### src/rtl/mem_arb_pkg.sv
// Shared types and constants for the two-port main-memory arbiter.
// Used by mem_arbiter and arb_pick.
package mem_arb_pkg;

    typedef enum logic [1:0] {
        IDLE   = 2'd0,
        ACCESS = 2'd1,
        DONE   = 2'd2
    } state_t;

    localparam logic OWN_I = 1'b0;
    localparam logic OWN_D = 1'b1;

    // Read data returned to a requester whose access timed out.
    localparam logic [31:0] ERR_RDATA = 32'hDEAD_BEEF;

endpackage

### src/rtl/arb_pick.sv
// Combinational winner select between instruction and data requesters.
// Define MEM_ARB_ROUND_ROBIN_EN for round-robin ties; default is data-over-instruction priority.
module arb_pick
    import mem_arb_pkg::*;
(
    input  logic i_req,
    input  logic d_req,
    input  logic last_served,
    output logic grant_valid,
    output logic grant
);

    // Winner select; with no request the grant simply repeats the last owner.
    always_comb begin
        grant_valid = i_req | d_req;
`ifdef MEM_ARB_ROUND_ROBIN_EN
        if (i_req && d_req) begin
            grant = ~last_served;
        end else if (d_req) begin
            grant = OWN_D;
        end else if (i_req) begin
            grant = OWN_I;
        end else begin
            grant = last_served;
        end
`else
        if (d_req) begin
            grant = OWN_D;
        end else if (i_req) begin
            grant = OWN_I;
        end else begin
            grant = last_served;
        end
`endif
    end

endmodule

### src/rtl/mem_arbiter.sv
// Serialises instruction-fetch and data-cache accesses onto one memory handshake,
// with per-port read data registers and an acknowledge timeout (MEM_ARB_ROUND_ROBIN_EN selects arbitration).
module mem_arbiter
    import mem_arb_pkg::*;
#(
    parameter int AW      = 32,
    parameter int DW      = 32,
    parameter int TIMEOUT = 255
) (
    input  logic          clk,
    input  logic          reset,
    input  logic          i_req,
    input  logic [AW-1:0] i_addr,
    output logic [DW-1:0] i_rdata,
    output logic          i_done,
    input  logic          d_req,
    input  logic          d_we,
    input  logic [AW-1:0] d_addr,
    input  logic [DW-1:0] d_wdata,
    output logic [DW-1:0] d_rdata,
    output logic          d_done,
    output logic [AW-1:0] mem_addr,
    output logic [DW-1:0] mem_wdata,
    output logic          mem_read,
    output logic          mem_write,
    input  logic [DW-1:0] mem_rdata,
    input  logic          mem_read_ready,
    input  logic          mem_write_done,
    output logic          owner,
    output logic          bus_err
);

    localparam int CW = (TIMEOUT > 0) ? $clog2(TIMEOUT + 1) : 1;

    state_t        state_r;
    logic          we_r;
    logic          last_served_r;
    logic [CW-1:0] tcnt_r;
    logic          grant_valid_s;
    logic          grant_s;
    logic          ack_s;
    logic          timeout_s;

    arb_pick u_arb_pick (
        .i_req       (i_req),
        .d_req       (d_req),
        .last_served (last_served_r),
        .grant_valid (grant_valid_s),
        .grant       (grant_s)
    );

    // Only the acknowledge matching the latched direction completes an access.
    always_comb begin
        if (we_r) begin
            ack_s = mem_write_done;
        end else begin
            ack_s = mem_read_ready;
        end
        if ((TIMEOUT != 0) && ((int'(tcnt_r) + 1) >= TIMEOUT)) begin
            timeout_s = 1'b1;
        end else begin
            timeout_s = 1'b0;
        end
    end

    // Arbiter FSM with all outputs registered; pulses default low every cycle.
    always_ff @(posedge clk or negedge reset) begin
        if (!reset) begin
            state_r       <= IDLE;
            we_r          <= 1'b0;
            last_served_r <= OWN_D;
            tcnt_r        <= '0;
            mem_addr      <= '0;
            mem_wdata     <= '0;
            mem_read      <= 1'b0;
            mem_write     <= 1'b0;
            i_rdata       <= '0;
            d_rdata       <= '0;
            i_done        <= 1'b0;
            d_done        <= 1'b0;
            bus_err       <= 1'b0;
            owner         <= OWN_I;
        end else begin
            i_done  <= 1'b0;
            d_done  <= 1'b0;
            bus_err <= 1'b0;
            case (state_r)
                IDLE: begin
                    if (grant_valid_s) begin
                        owner         <= grant_s;
                        last_served_r <= grant_s;
                        tcnt_r        <= '0;
                        state_r       <= ACCESS;
                        if (grant_s == OWN_D) begin
                            mem_addr  <= d_addr;
                            mem_wdata <= d_wdata;
                            we_r      <= d_we;
                            mem_write <= d_we;
                            mem_read  <= ~d_we;
                        end else begin
                            mem_addr  <= i_addr;
                            we_r      <= 1'b0;
                            mem_write <= 1'b0;
                            mem_read  <= 1'b1;
                        end
                    end else begin
                        state_r <= IDLE;
                    end
                end
                ACCESS: begin
                    if (ack_s) begin
                        mem_read  <= 1'b0;
                        mem_write <= 1'b0;
                        state_r   <= DONE;
                        if (owner == OWN_D) begin
                            d_done <= 1'b1;
                            if (!we_r) begin
                                d_rdata <= mem_rdata;
                            end
                        end else begin
                            i_done  <= 1'b1;
                            i_rdata <= mem_rdata;
                        end
                    end else if (timeout_s) begin
                        mem_read  <= 1'b0;
                        mem_write <= 1'b0;
                        bus_err   <= 1'b1;
                        state_r   <= DONE;
                        if (owner == OWN_D) begin
                            d_done  <= 1'b1;
                            d_rdata <= DW'(ERR_RDATA);
                        end else begin
                            i_done  <= 1'b1;
                            i_rdata <= DW'(ERR_RDATA);
                        end
                    end else begin
                        tcnt_r <= tcnt_r + CW'(1);
                    end
                end
                DONE: begin
                    tcnt_r  <= '0;
                    state_r <= IDLE;
                end
                default: begin
                    mem_read  <= 1'b0;
                    mem_write <= 1'b0;
                    state_r   <= IDLE;
                end
            endcase
        end
    end

endmodule

### config.mk
export PLATFORM = sky130hd
export DESIGN_NAME = mem_arbiter
export DESIGN_NICKNAME = d
export VERILOG_FILES = /design/src/rtl/mem_arb_pkg.sv /design/src/rtl/arb_pick.sv /design/src/rtl/mem_arbiter.sv
export SDC_FILE = /design/constraint.sdc
export NUM_CORES = 1
export LEC_CHECK = 0
export ABC_AREA = 1
export BUFFER_PORTS_ARGS = -buffer_cell sky130_fd_sc_hd__clkbuf_2
export CAP_MARGIN = 0
export CORE_MARGIN = 2
export CORE_UTILIZATION = 52
export DETAILED_ROUTE_END_ITERATION = 10
export GPL_TIMING_DRIVEN = 0
export PLACE_DENSITY = 0.85
export SETUP_SLACK_MARGIN = 0.5
export SLEW_MARGIN = 40
export SYNTH_ARGS = -nofsm -noshare
export SYNTH_HDL_FRONTEND = slang
export SYNTH_SLANG_ARGS = --single-unit
### constraint.sdc
create_clock -name clk -period 3.5 [get_ports clk]
set_input_delay 0.175 -clock clk [delete_from_list [all_inputs] [get_ports clk]]
set_output_delay 0.175 -clock clk [all_outputs]
set_load 0.02 [all_outputs]
# ---- Word-level counts from Yosys, hierarchy flattened
# Index checks and enable logic that the tools add are counted.
dict set report word_totals {
  ff_bits 146
  n_memories 0
  output_inout_bits 134
  elab_cells 81
  input_bits 135
  mem_bits_rw 0
  romBits 0
  latchBits 0
}
dict set report op_classes {
  n_reduce_logical 9
  mul 0
  mux 41
  shift 0
  addsub 2
  bitwise 3
  div_mod_pow 0
  magnitude_cmp 1
  eq_ne 11
}
# op n
set ops {}
lappend ops {{$mux 32} 10}
lappend ops {{$mux 8} 3}
lappend ops {{$pmux 8 s3} 1}
lappend ops {{$mux 1} 22}
lappend ops {{$ne 2x2->1 const B} 8}
lappend ops {{$add 8x1->9 const B} 1}
lappend ops {{$ge 9x8->1 const B} 1}
lappend ops {{$add 8x1->8 const B} 1}
lappend ops {{$reduce_and 4->1} 2}
lappend ops {{$pmux 1 s3} 2}
lappend ops {{$reduce_and 3->1} 2}
lappend ops {{$reduce_and 5->1} 1}
lappend ops {{$mux 2} 2}
lappend ops {{$pmux 2 s2} 1}
lappend ops {{$ne 3x3->1 const B} 1}
lappend ops {{$reduce_bool 3->1} 1}
lappend ops {{$eq 2x1->1 const B} 1}
lappend ops {{$eq 2x2->1 const B} 1}
lappend ops {{$logic_not 2->1} 1}
lappend ops {{$not 1->1} 2}
lappend ops {{$reduce_and 2->1} 1}
lappend ops {{$reduce_bool 2->1} 1}
lappend ops {{$or 1x1->1} 1}

# ---- Longest topological paths before layout
# Gate-level depths: netlist of run 1.
dict set report logic_depth {
  depth_word 6
  ltp_mapped 13
  mapped_depth_nobuf 12
}

# ---- Modules after synthesis
# A second synthesis of run 1 with hierarchy kept.
dict set report hier_totals {
  cells_unflattened 736
  hier_area_um2 6572.6
}
# module instances seq_area_each_um2 area_per_inst_um2 cells_each
set modules_own_cells {}
lappend modules_own_cells {mem_arbiter 1 3654.8 6553.8 731}
lappend modules_own_cells {arb_pick 1 0.0 18.8 5}

# ---- Least setup slack after synthesis of run 1
# No wires, ideal clock.
dict set report synth_path {
  path_kind {register -> register}
  start {reg tcnt_r[0]}
  end {reg i_rdata[20]}
  setup_time_ns 0.118
  arrival_time_ns 1.659
  required_ns 3.382
  path_buffers 1
  path_stages_with_launch 14
  slack_ns 1.723
  path_cell_list {dfrtp_1 > inv_1 > ha_1 > nor2_1 > nor2_1 > nor2_1 > nand3_1 > nor2_2 > nand2_2 > nand3_4 > nand3_4 > buf_6 > nand2_1 > nand2_1}
}
dict set report synth_between {
  elab_chain_cells 5
}
# item line_no
set synth_lines {}
lappend synth_lines {{start: declaration} mem_arbiter.sv:38} ;# logic [CW-1:0] tcnt_r;
lappend synth_lines {{start signal: assignment} mem_arbiter.sv:137} ;# tcnt_r <= tcnt_r + CW'(1);
lappend synth_lines {{$add 8x1->9 (*)} mem_arbiter.sv:59} ;# if ((TIMEOUT != 0) && ((int'(tcnt_r) + 1) >= TIMEOUT)) begin
lappend synth_lines {{$ge 9x8->1 (*)} mem_arbiter.sv:59}
lappend synth_lines {{$mux 1 (*)} mem_arbiter.sv:59}
lappend synth_lines {{$ne 2x2->1 (no source line) or $reduce_bool 2->1 (tied branches)} n/a}
lappend synth_lines {{$reduce_and 4->1 (no source line) (*)} n/a}
lappend synth_lines {{end signal: assignment} mem_arbiter.sv:122} ;# i_rdata <= mem_rdata;
lappend synth_lines {{end signal: assignment} mem_arbiter.sv:134} ;# i_rdata <= DW'(ERR_RDATA);
lappend synth_lines {{end: declaration} mem_arbiter.sv:14} ;# output logic [DW-1:0] i_rdata,
# Mark *: on every way between the ends. The rest lies on a longest branch, timed or not.
# A chain may end at the register's enable or synchronous reset.

# ---- Worst setup path in the final report of run 1
dict set report layout_path {
  start {reg state_r[1]}
  end {reg mem_addr[1]}
}
dict set report layout_between {
  elab_chain_cells 2
}
# item line_no
set layout_lines {}
lappend layout_lines {{start: declaration} mem_arbiter.sv:35} ;# state_t state_r;
lappend layout_lines {{start signal: assignment} mem_arbiter.sv:69} ;# state_r <= IDLE;
lappend layout_lines {{start signal: assignment} mem_arbiter.sv:93} ;# state_r <= ACCESS;
lappend layout_lines {{start signal: assignment} mem_arbiter.sv:107} ;# state_r <= IDLE;
lappend layout_lines {{$logic_not 2->1} mem_arbiter.sv:87} ;# case (state_r)
lappend layout_lines {{$reduce_and 2->1 (no source line)} n/a}
lappend layout_lines {{end signal: assignment} mem_arbiter.sv:95} ;# mem_addr <= d_addr;
lappend layout_lines {{end signal: assignment} mem_arbiter.sv:101} ;# mem_addr <= i_addr;
lappend layout_lines {{end: declaration} mem_arbiter.sv:22} ;# output logic [AW-1:0] mem_addr,
# Every way passes these cells.

==> impl_metrics.toml, run 1 <==
[drt]
drt-total-wl_um = 21500
firstDrtPassIters = 5
wl_per_cell_um = 17.8
drc = 0
vias_per_cell = 5.41
vias = 6538
drtAntennaViolNets = 0
drt_iter0_markers = 609

[synth]
ys_ff_latch = 146
synthesis.nets = 842
yosysTopAreaCell = "dfrtp_1"
synthCells = 705
yosysSeqAreaShare_pct = 55.9
ys_top_cells_by_area = "dfrtp_1 56%, nand2_1 12%, nand4_1 6.3%"
syn_area_per_cell_sq_um = 9.27
yosys_warnings = 0
synth_top_area_share_pct = 55.5
synth_cell_types = 28
syn_area_sq_um = 6530

[clock_network]
tritoncts = "done"
clk_latency_ns = 0.44
ctsResizeCount = 0
cts_htree_levels = 4
numCtsBuffers = 17
root_buffer = "clkbuf_16"
path_clk_slew_ns = 0.07
clk_path_buf_depth = 2
cts_sinks = 146

[placement]
io_buffers = 268
place_ws_ns = 1.40
placed_cell_area_sq_um = 8150
placed_cells = 1143
finalWeightedCongestion = 0.882
dp_hpwl_um = 14300

[pwr]
p_total_uw = 9180
p_per_area_nw_per_um2 = 1010
p_leak_uw = 0.00487
vdd_drop_max_v = 0.000634

[critical_path]
cp.arrival_ns = 2.49
worst-setup-path-type = "register to register"
reg2regPathDepth = 6
end_kind = "register"
crit_required_ns = 3.81
startpoint_type = "register"
cp_max_fo = 10

[global_route]
grt_usage_pct = 32.5
antenna_found_initial = 0
grt_start_max_net_pins = 58
grt-ovfl-total = 0
grt_pass1_wl_um = 33000
grt_pass1_vias = 6418

[die]
die_w_um = 116
fp.coreArea_sq_um = 12200
ioPinCount = 269
start_util_pct = 53.7
dieArea_sq_um = 13500
die_h_um = 116
rows = 40

[worst_hold_path]
hold_class = "input pin to register"
whs_path_depth = 3

[layout]
fin_cells = 1209
final_util_pct = 75.1
nets = 1165
drive_gt1_share_pct = 37.8
syn2layout_area_growth_pct = 39.8
multiInputGateArea_sq_um = 2490
nFillCells = 813
final_cell_area_sq_um = 9130
seq_area_sq_um = 3650
n_antenna_cell = 0

[timing]
hold_viol_final = 0
tightest_slew_ns = 0.690
timing.final.ws_setup_ns = 1.32
skew_ns = 0.0126
max_freq_mhz = 460
rsz0062_at_grt = "false"
finalSetupViolations = 0
period_minus_slack_ns = 2.18
max_slew_margin_pct = 53.7
finalCritPeriodShare_pct = 62.2
drv_slew = 0

[run_status]
status = "complete, no violations"

[flow_run]
cap_violations = 0
path summary, 6_finish.rpt:
check / startpoint / end / slack [ns]
max in group asynchronous: reset / mem_addr[25] / 2.40
min in group asynchronous: reset / d_rdata[27] / 0.22
min: mem_rdata[8] / i_rdata[8] / 0.002
max: state_r[1] / mem_addr[1] / 1.32
min reg2reg: d_rdata[10] / d_rdata[10] / 0.47
max reg2reg: state_r[1] / mem_addr[1] / 1.32
cells in the mapped netlist:
master      n
dfrtp_1   145
inv_2       3
dfstp_2     1
nand3_1    16
nor2_1     55
ha_1        2
buf_8       2
buf_6       6
nand3_4     3
nand4_1    66
nand2_1   207
nand2_2     3
a21oi_1     2
nand4_2     1
nor2_2      1
mux2_2     32
o21ai_1     1
o21bai_1    1
clkinv_1    2
or2_2      24
nor3_1      1
inv_1      26
buf_2      10
clkbuf_1   21
o21ai_0    68
buf_12      1
nor2_4      2
buf_4       3
cell type report:
cell class,count,area share [%]
inverters,31,1.27
plain buffers,43,2.95
clock inverters,12,1.96
well taps,168,2.30
flip-flops and latches,146,40.0
repair buffers,304,19.1
clock buffers,20,5.11
multi-input cells,485,27.3
placed cells by master (no fill, tap or decap), types with 3 or more instances in the layout:
master / instances
o21ai_0: 68
nand3_1: 16
nand3_4: 3
inv_2: 3
dfrtp_1: 145
nand4_1: 66
inv_1: 26
or2_2: 24
nand2_1: 207
clkbuf_16: 17
buf_4: 3
mux2_2: 32
clkbuf_8: 4
clkbuf_1: 21
bufinv_16: 4
clkbuf_2: 267
nor2_1: 55
nand2_2: 3
buf_2: 10
buf_6: 6
clkinvlp_4: 3
dlygate4sd3_1: 34
stage by stage:
step	TNS (ns)	hold slack, ns
global placement	-20.34	0.408
global route	0	0.0150
floorplan	0	-0.121
finish	0	0.00158
detailed placement	0	0.100
CTS	0	0.000179
sequential cells by signal, summed over array words and instances, names as in the netlist:
register,count
tcnt_r,8
bus_err,1
mem_read,1
d_done,1
i_rdata,32
last_served_r,1
d_rdata,32
state_r,2
i_done,1
mem_wdata,32
mem_addr,32
owner,1
we_r,1
mem_write,1
what timing repair did:
| action | CTS | global route |
|---|---|---|
| buffers inserted | 0 | 0 |
| hold endpoints to repair | 77 | 0 |
| hold buffers | 34 | 0 |
cell families (layout without fill, tap and decap cells):
kind of cell               count (synthesis)  after routing  synth area share, %
and+or+nand+nor                          379            379                 26.7
DFF                                      146            146                 55.9
buffers and inverters                     74            410                 5.90
AOI/OAI and AO/OA                         72             72                 5.55
muxes                                     32             32                 5.52
adders and majority gates                  2              2                0.383
layer usage:
metal	track usage (%)	routed length, um	up-vias
met4	18.5	1180	0
met3	7.64	1610	82
met5	0	0	-
met1	37.1	7940	3081
li1	-	-	3002
met2	55.9	10800	373
power by group:
part / internal (uW) / total, uW / leakage, uW / switching, uW
Combinational: 1380 / 4190 / 0.00277 / 2810
Sequential: 2500 / 3000 / 0.00179 / 496
Clock: 1250 / 1990 / 0.000309 / 739
Total: 5130 / 9180 / 0.00487 / 4050
critical path: stages, from the launching register on:
cell,delay [ns]
dfrtp_1,0.43
nor2_1,0.17
nand2_1,0.19
inv_1,0.27
clkbuf_1,0.41
o21ai_0,0.23
o21ai_0,0.36
Note: power is estimated with default switching activity, not from simulation.
==> run 2, diff against run 1 <==
--- a/config.mk
+++ b/config.mk
@@ -5,14 +5,14 @@
 export SDC_FILE = /design/constraint.sdc
 export NUM_CORES = 1
 export LEC_CHECK = 0
-export ABC_AREA = 1
+export ABC_AREA = 0
 export BUFFER_PORTS_ARGS = -buffer_cell sky130_fd_sc_hd__clkbuf_2
 export CAP_MARGIN = 0
 export CORE_MARGIN = 2
-export CORE_UTILIZATION = 52
+export CORE_UTILIZATION = 47
 export DETAILED_ROUTE_END_ITERATION = 10
 export GPL_TIMING_DRIVEN = 0
-export PLACE_DENSITY = 0.85
+export PLACE_DENSITY = 0.8
 export SETUP_SLACK_MARGIN = 0.5
 export SLEW_MARGIN = 40
 export SYNTH_ARGS = -nofsm -noshare
==> constraint.sdc (replaced) <==
create_clock -name clk -period 2.1 [get_ports clk]
set_input_delay 0.105 -clock clk [delete_from_list [all_inputs] [get_ports clk]]
set_output_delay 0.105 -clock clk [all_outputs]
set_load 0.02 [all_outputs]
==> run 2 against run 1 <==
Against the previous run:
- the flow now finishes with violations (setup timing)
- fmax rose by 1.1%
- final area rose by 6.0%
- largest power group unchanged
- via count fell by 13%
- sequential power rose by 69%
==> impl_metrics.toml, run 2 <==
[timing]
finalSetupViolations = 27
tightest_slew_ns = 0.549
skew_ns = 0.00849
timing.final.ws_setup_ns = -0.0528
max_freq_mhz = 465
finalCritPeriodShare_pct = 103
drv_slew = 0
fin_tns_setup_ns = -0.438
max_slew_margin_pct = 63.2
period_minus_slack_ns = 2.15
rsz0062_at_grt = "true"
hold_viol_final = 0

[pwr]
p_leak_uw = 0.00471
clkPwrFrac_pct = 20.3
swShare_pct = 40.3
power_frac_seq_pct = 34.4
p_per_area_nw_per_um2 = 1520
p_comb_share_pct = 45.3
power.internal_uw = 8790
vdd_drop_max_v = 0.000748
switching_power_uw = 5950

[layout]
multiInputGateArea_sq_um = 2250
seq_area_sq_um = 3660
drive_gt1_share_pct = 45.3
n_antenna_cell = 0
final_cell_area_sq_um = 9680
nFillCells = 749
final_common_cell = "clkbuf_2"
final_cell_mix = "268 x clkbuf_2, 142 x dfrtp_1, 107 x dlygate4sd3_1"
syn2layout_area_growth_pct = 62.6
nets = 1020
final_util_pct = 77.3

[flow_run]
cap_violations = 0

[clock_network]
root_buffer = "clkbuf_16"
clk_latency_ns = 0.41
path_clk_slew_ns = 0.06
cts_htree_levels = 4
cts_sinks = 146
numCtsBuffers = 17
clk_path_buf_depth = 2
tritoncts = "done"

[synth]
ys_async_sr_fraction_pct = 100
synth_edf_count = 0
synth_most_common_cell = "dfrtp_1"
syn_area_sq_um = 5950
syn_area_per_cell_sq_um = 12.7
synthesis.nets = 606
ys_ff_latch = 146
synth_top_area_share_pct = 60.9
yosysTopAreaCell = "dfrtp_1"
yosys_warnings = 0
synthCells = 469
synth_common_cells = "145 x dfrtp_1, 51 x o22a_1, 50 x nand2_1"
ys_top_cells_by_area = "dfrtp_1 61%, o22a_1 7.5%, mux2_2 6.4%"
synth_cell_types = 45
synthFlopType = "dfrtp_1"
yosysSeqAreaShare_pct = 61.4

[drt]
drc = 0
drt_iter0_markers = 357
wl_per_cell_um = 18.4
vias = 5657
vias_per_cell = 5.30
drtAntennaViolNets = 0
firstDrtPassIters = 5
drt-total-wl_um = 19600

[critical_path]
r2r_slack_ns = -0.05
cp.arrival_ns = 2.45
end_kind = "register"
worst-setup-path-type = "register to register"
crit_required_ns = 2.39
slowest_delay_ns = 0.42
startpoint_type = "register"
cp_max_fo = 8
path_cells = "inv_2, ha_4, o21bai_1, nand4b_1, o2111a_2, or3_4, buf_6, a22o_1"
cp_slowest_cell = "dfrtp_1"

[die]
die_w_um = 117
fp.coreArea_sq_um = 12500
dieArea_sq_um = 13600
rows = 41
ioPinCount = 269
start_util_pct = 47.6
die_h_um = 117

[placement]
dp_hpwl_um = 11200
io_buffers = 267
placed_cell_area_sq_um = 7590
finalWeightedCongestion = 0.822
place_ws_ns = -0.133

[global_route]
grt-ovfl-total = 0
grt_pass1_wl_um = 29200
antenna_found_initial = 0
grt_pass1_vias = 5725
grt_start_max_net_pins = 72
grt_usage_pct = 27.9

[run_status]
status = "finished, violations left"
violations = "setup timing"

[worst_hold_path]
hold_class = "input pin to register"
-- run 2: changes by cell type after synthesis, moves of 14 or more --
cell,previous run,this run
or2_2,24,1
o21ai_0,68,35
inv_1,26,12
nand2_1,207,50
nor2_1,55,7
nand4_1,66,0
o22a_1,0,51
mux2i_1,0,35
-- run 2: logic make-up (layout without fill, tap and decap cells) --
kind of cell / count (synthesis) / in the layout / share of synthesized area [%]
AOI/OAI and AO/OA: 124 / 124 / 15.3
xor gates and xnor gates: 2 / 2 / 0.420
adders and majority gates: 2 / 2 / 0.420
buffers and inverters: 42 / 468 / 3.38
DFF: 146 / 146 / 61.4
muxes: 69 / 69 / 12.3
and+or+nand+nor: 84 / 84 / 6.83
-- run 2: final cells by class --
type                            count  share of cell area, %
Sequential cell                   146                   37.8
Timing Repair Buffer              395                   27.8
Multi-Input combinational cell    281                   23.2
Clock buffer                       21                   4.96
Buffer                             30                   2.42
Tap cell                          172                   2.22
Clock inverter                     10                   1.11
Inverter                           12                  0.465
-- run 2: final timing paths --
kind / start / depth (start not counted) / to
worst min register to register: mem_addr[5] / 2 / mem_addr[5]
worst min-delay path: d_addr[8] / 3 / mem_addr[8]
max in group asynchronous: reset / 3 / last_served_r
min in group asynchronous: reset / 2 / mem_wdata[5]
worst max-delay path: tcnt_r[0] / 8 / d_rdata[14]
worst max register to register: tcnt_r[0] / 8 / d_rdata[14]
-- run 2: stage by stage --
stage / total power (uW) / std cells / hold slack [ns]
after floorplan: 8650 / 469 / -0.191
after global placement: 10600 / 908 / 0.333
after detailed placement: 10800 / 910 / -0.0423
after CTS: 14200 / 1059 / 0.000216
after global routing: 15500 / 1067 / 0.00693
final: 14700 / 1067 / 0.0174
-- run 2: critical path, delay by kind of cell (launching register included) --
family	cells	cell delay, ns
AO/OA/AOI/OAI	3	0.66
flip-flops	1	0.42
adder cells (fa/ha/maj)	1	0.24
buffers and inverters	2	0.21
AND/OR/NAND/NOR	2	0.49
-- run 2: metal layers --
layer,vias to the layer above,track usage [%],part of all wire (%)
li1,2526,-,-
met3,48,8.98,7.6
met2,274,48.9,52
met4,0,9.10,2.5
met5,-,0,0
met1,2809,32.5,38
-- run 2: power groups by stage --
stage,Clock [uW],Sequential (uW),Combinational (uW)
after floorplan,0,6420,2240
after global placement,0,4920,5680
after detailed placement,0,4980,5870
after CTS,3010,4970,6240
after global routing,3180,5200,7160
final,2990,5070,6680
-- run 2: timing repair --
action                     4_1_cts  5_1_grt
pin swaps                        8        4
cloned                           1        3
gates resized for setup         28       35
setup endpoints to repair      137      134
setup buffers                   10        5
hold endpoints to repair       266        0
hold buffers                   107        0
==> run 3, diff against run 2 <==
--- a/config.mk
+++ b/config.mk
@@ -12,7 +12,7 @@
 export CORE_UTILIZATION = 47
 export DETAILED_ROUTE_END_ITERATION = 10
 export GPL_TIMING_DRIVEN = 0
-export PLACE_DENSITY = 0.8
+export PLACE_DENSITY = 0.86
 export SETUP_SLACK_MARGIN = 0.5
 export SLEW_MARGIN = 40
 export SYNTH_ARGS = -nofsm -noshare
==> run 3 against run 2 <==
Against the previous run:
- the run still ends with setup timing left
- fmax increased by 0.53%
- sequential cell count unchanged
- clock power decreased by 1%
- die area unchanged
- largest power group unchanged
- highest routed layer unchanged
==> impl_metrics.toml, run 3 (synthesized netlist as in run 2, its figures left out) <==
[timing]
whs_ns = 0.00662
max_slew_margin_pct = 65.9
finalSetupViolations = 26
max_freq_mhz = 467
rsz0062_at_grt = "true"
skew_ns = 0.0117
hold_viol_final = 0
finalCritPeriodShare_pct = 102
drv_slew = 0
tightest_slew_ns = 0.509
timing.final.ws_setup_ns = -0.0414
fin_tns_setup_ns = -0.519
period_minus_slack_ns = 2.14

[clock_network]
tritoncts = "done"
cts_sinks = 146
root_buffer = "clkbuf_16"
numCtsBuffers = 17
cts_htree_levels = 4
clk_path_buf_depth = 2
clk_latency_ns = 0.43
path_clk_slew_ns = 0.06

[die]
fp.coreArea_sq_um = 12500
start_util_pct = 47.6
die_h_um = 117
dieArea_sq_um = 13600
die_w_um = 117
rows = 41
ioPinCount = 269

[critical_path]
critPathBufInv = 2
worst-setup-path-type = "register to register"
path_cells = "inv_2, ha_4, o21bai_1, nand4b_1, o2111a_2, or3_4, buf_6, a22o_1"
end_kind = "register"
critPathTopFamily = "compound AO/OA/AOI/OAI gates"
cp_max_fo = 8
crit_required_ns = 2.41
cp.arrival_ns = 2.46
startpoint_type = "register"
cp_slowest_cell = "dfrtp_2"
slowest_delay_ns = 0.45

[global_route]
grt_start_max_net_pins = 60
antenna_found_initial = 0
grt-ovfl-total = 0
grt_pass1_vias = 5842
grt_usage_pct = 28.7
grt_pass1_wl_um = 29500

[layout]
n_antenna_cell = 0
final_cell_mix = "269 x clkbuf_2, 141 x dfrtp_1, 114 x dlygate4sd3_1"
fin_cells = 1076
syn2layout_area_growth_pct = 65.9
nets = 1028
final_common_cell = "clkbuf_2"
final_cell_area_sq_um = 9880
drive_gt1_share_pct = 44.6
nFillCells = 737

[pwr]
p_per_area_nw_per_um2 = 1520
p_leak_uw = 0.00481
vdd_drop_max_v = 0.00110

[drt]
wl_per_cell_um = 18.7
drt-total-wl_um = 20100
drtAntennaViolNets = 0
drt_iter0_markers = 312
vias = 5694
vias_per_cell = 5.29
drc = 0
firstDrtPassIters = 5

[run_status]
status = "finished, violations left"
violations = "setup timing"

[placement]
placed_cell_area_sq_um = 7590
finalWeightedCongestion = 0.855
dp_hpwl_um = 11400
placed_cells = 910
io_buffers = 267

[worst_hold_path]
hold_class = "input pin to register"

[flow_run]
cap_violations = 0
-- run 3: changes by cell type in the layout (fill, tap and decap cells not counted), sizes merged --
| cell | previous run | this run |
|---|---|---|
| clkinv | 5 | 2 |
| inv | 12 | 18 |
| dlygate4sd3 | 107 | 114 |
| clkbuf | 307 | 305 |
| bufinv | 2 | 1 |
| buf | 32 | 34 |
-- run 3: final timing paths --
check,startpoint,end,slack (ns),depth (start not counted)
max,tcnt_r[0],d_rdata[8],-0.04,8
min,d_addr[25],mem_addr[25],0.007,3
max reg2reg,tcnt_r[0],d_rdata[8],-0.04,8
min reg2reg,mem_addr[1],mem_addr[1],0.48,2
max in group asynchronous,reset,last_served_r,1.32,3
min in group asynchronous,reset,mem_wdata[8],0.17,2
-- run 3: layout make-up --
type	count	area, sq um	area share [%]
Sequential cell	146	3660	37.1
Multi-Input combinational cell	281	2280	23.1
Clock inverter	12	119	1.20
Tap cell	172	215	2.18
Clock buffer	20	457	4.62
Buffer	30	255	2.58
Timing Repair Buffer	403	2850	28.8
Inverter	12	45.0	0.456
-- run 3: where the power goes --
| group | leakage [uW] | switching, uW | internal, uW |
|---|---|---|---|
| Clock | 0.000275 | 1240 | 1710 |
| Combinational | 0.00281 | 4000 | 2990 |
| Sequential | 0.00173 | 904 | 4160 |
-- run 3: what timing repair did --
action                                 4_1_cts  5_1_grt
setup endpoints to repair                  137      134
gates cloned                                 2        5
buffers inserted                             8        5
hold buffers                               114        0
endpoints found under the hold margin      268        0
resized for setup                           41       48
pin swaps                                   12       10
-- run 3: metal layers --
metal  up-vias  track usage, %  routed length (um)
met5         -               0                   0
met2       272            50.3               10500
met3        68            7.84                1430
met4         0            15.1                 766
met1      2806            31.9                7470
li1       2548               -                   -
-- run 3: through the flow --
step	utilization (%)	worst slack (ns)	total power, uW
6_report	78.9	-0.0414	15000
5_1_grt	78.9	-0.0966	15800
4_1_cts	76.4	-0.0235	14300
3_5_place_dp	60.7	-0.116	10900
3_3_place_gp	60.2	-1.48	10600
2_1_floorplan	-	0.0881	8650
-- run 3: worst register-to-register path: stages (launching register included) --
cell	delay, ns
dfrtp_2	0.45
inv_2	0.09
ha_4	0.20
o21bai_1	0.14
nand4b_1	0.15
o2111a_2	0.34
or3_4	0.34
buf_6	0.14
a22o_1	0.19
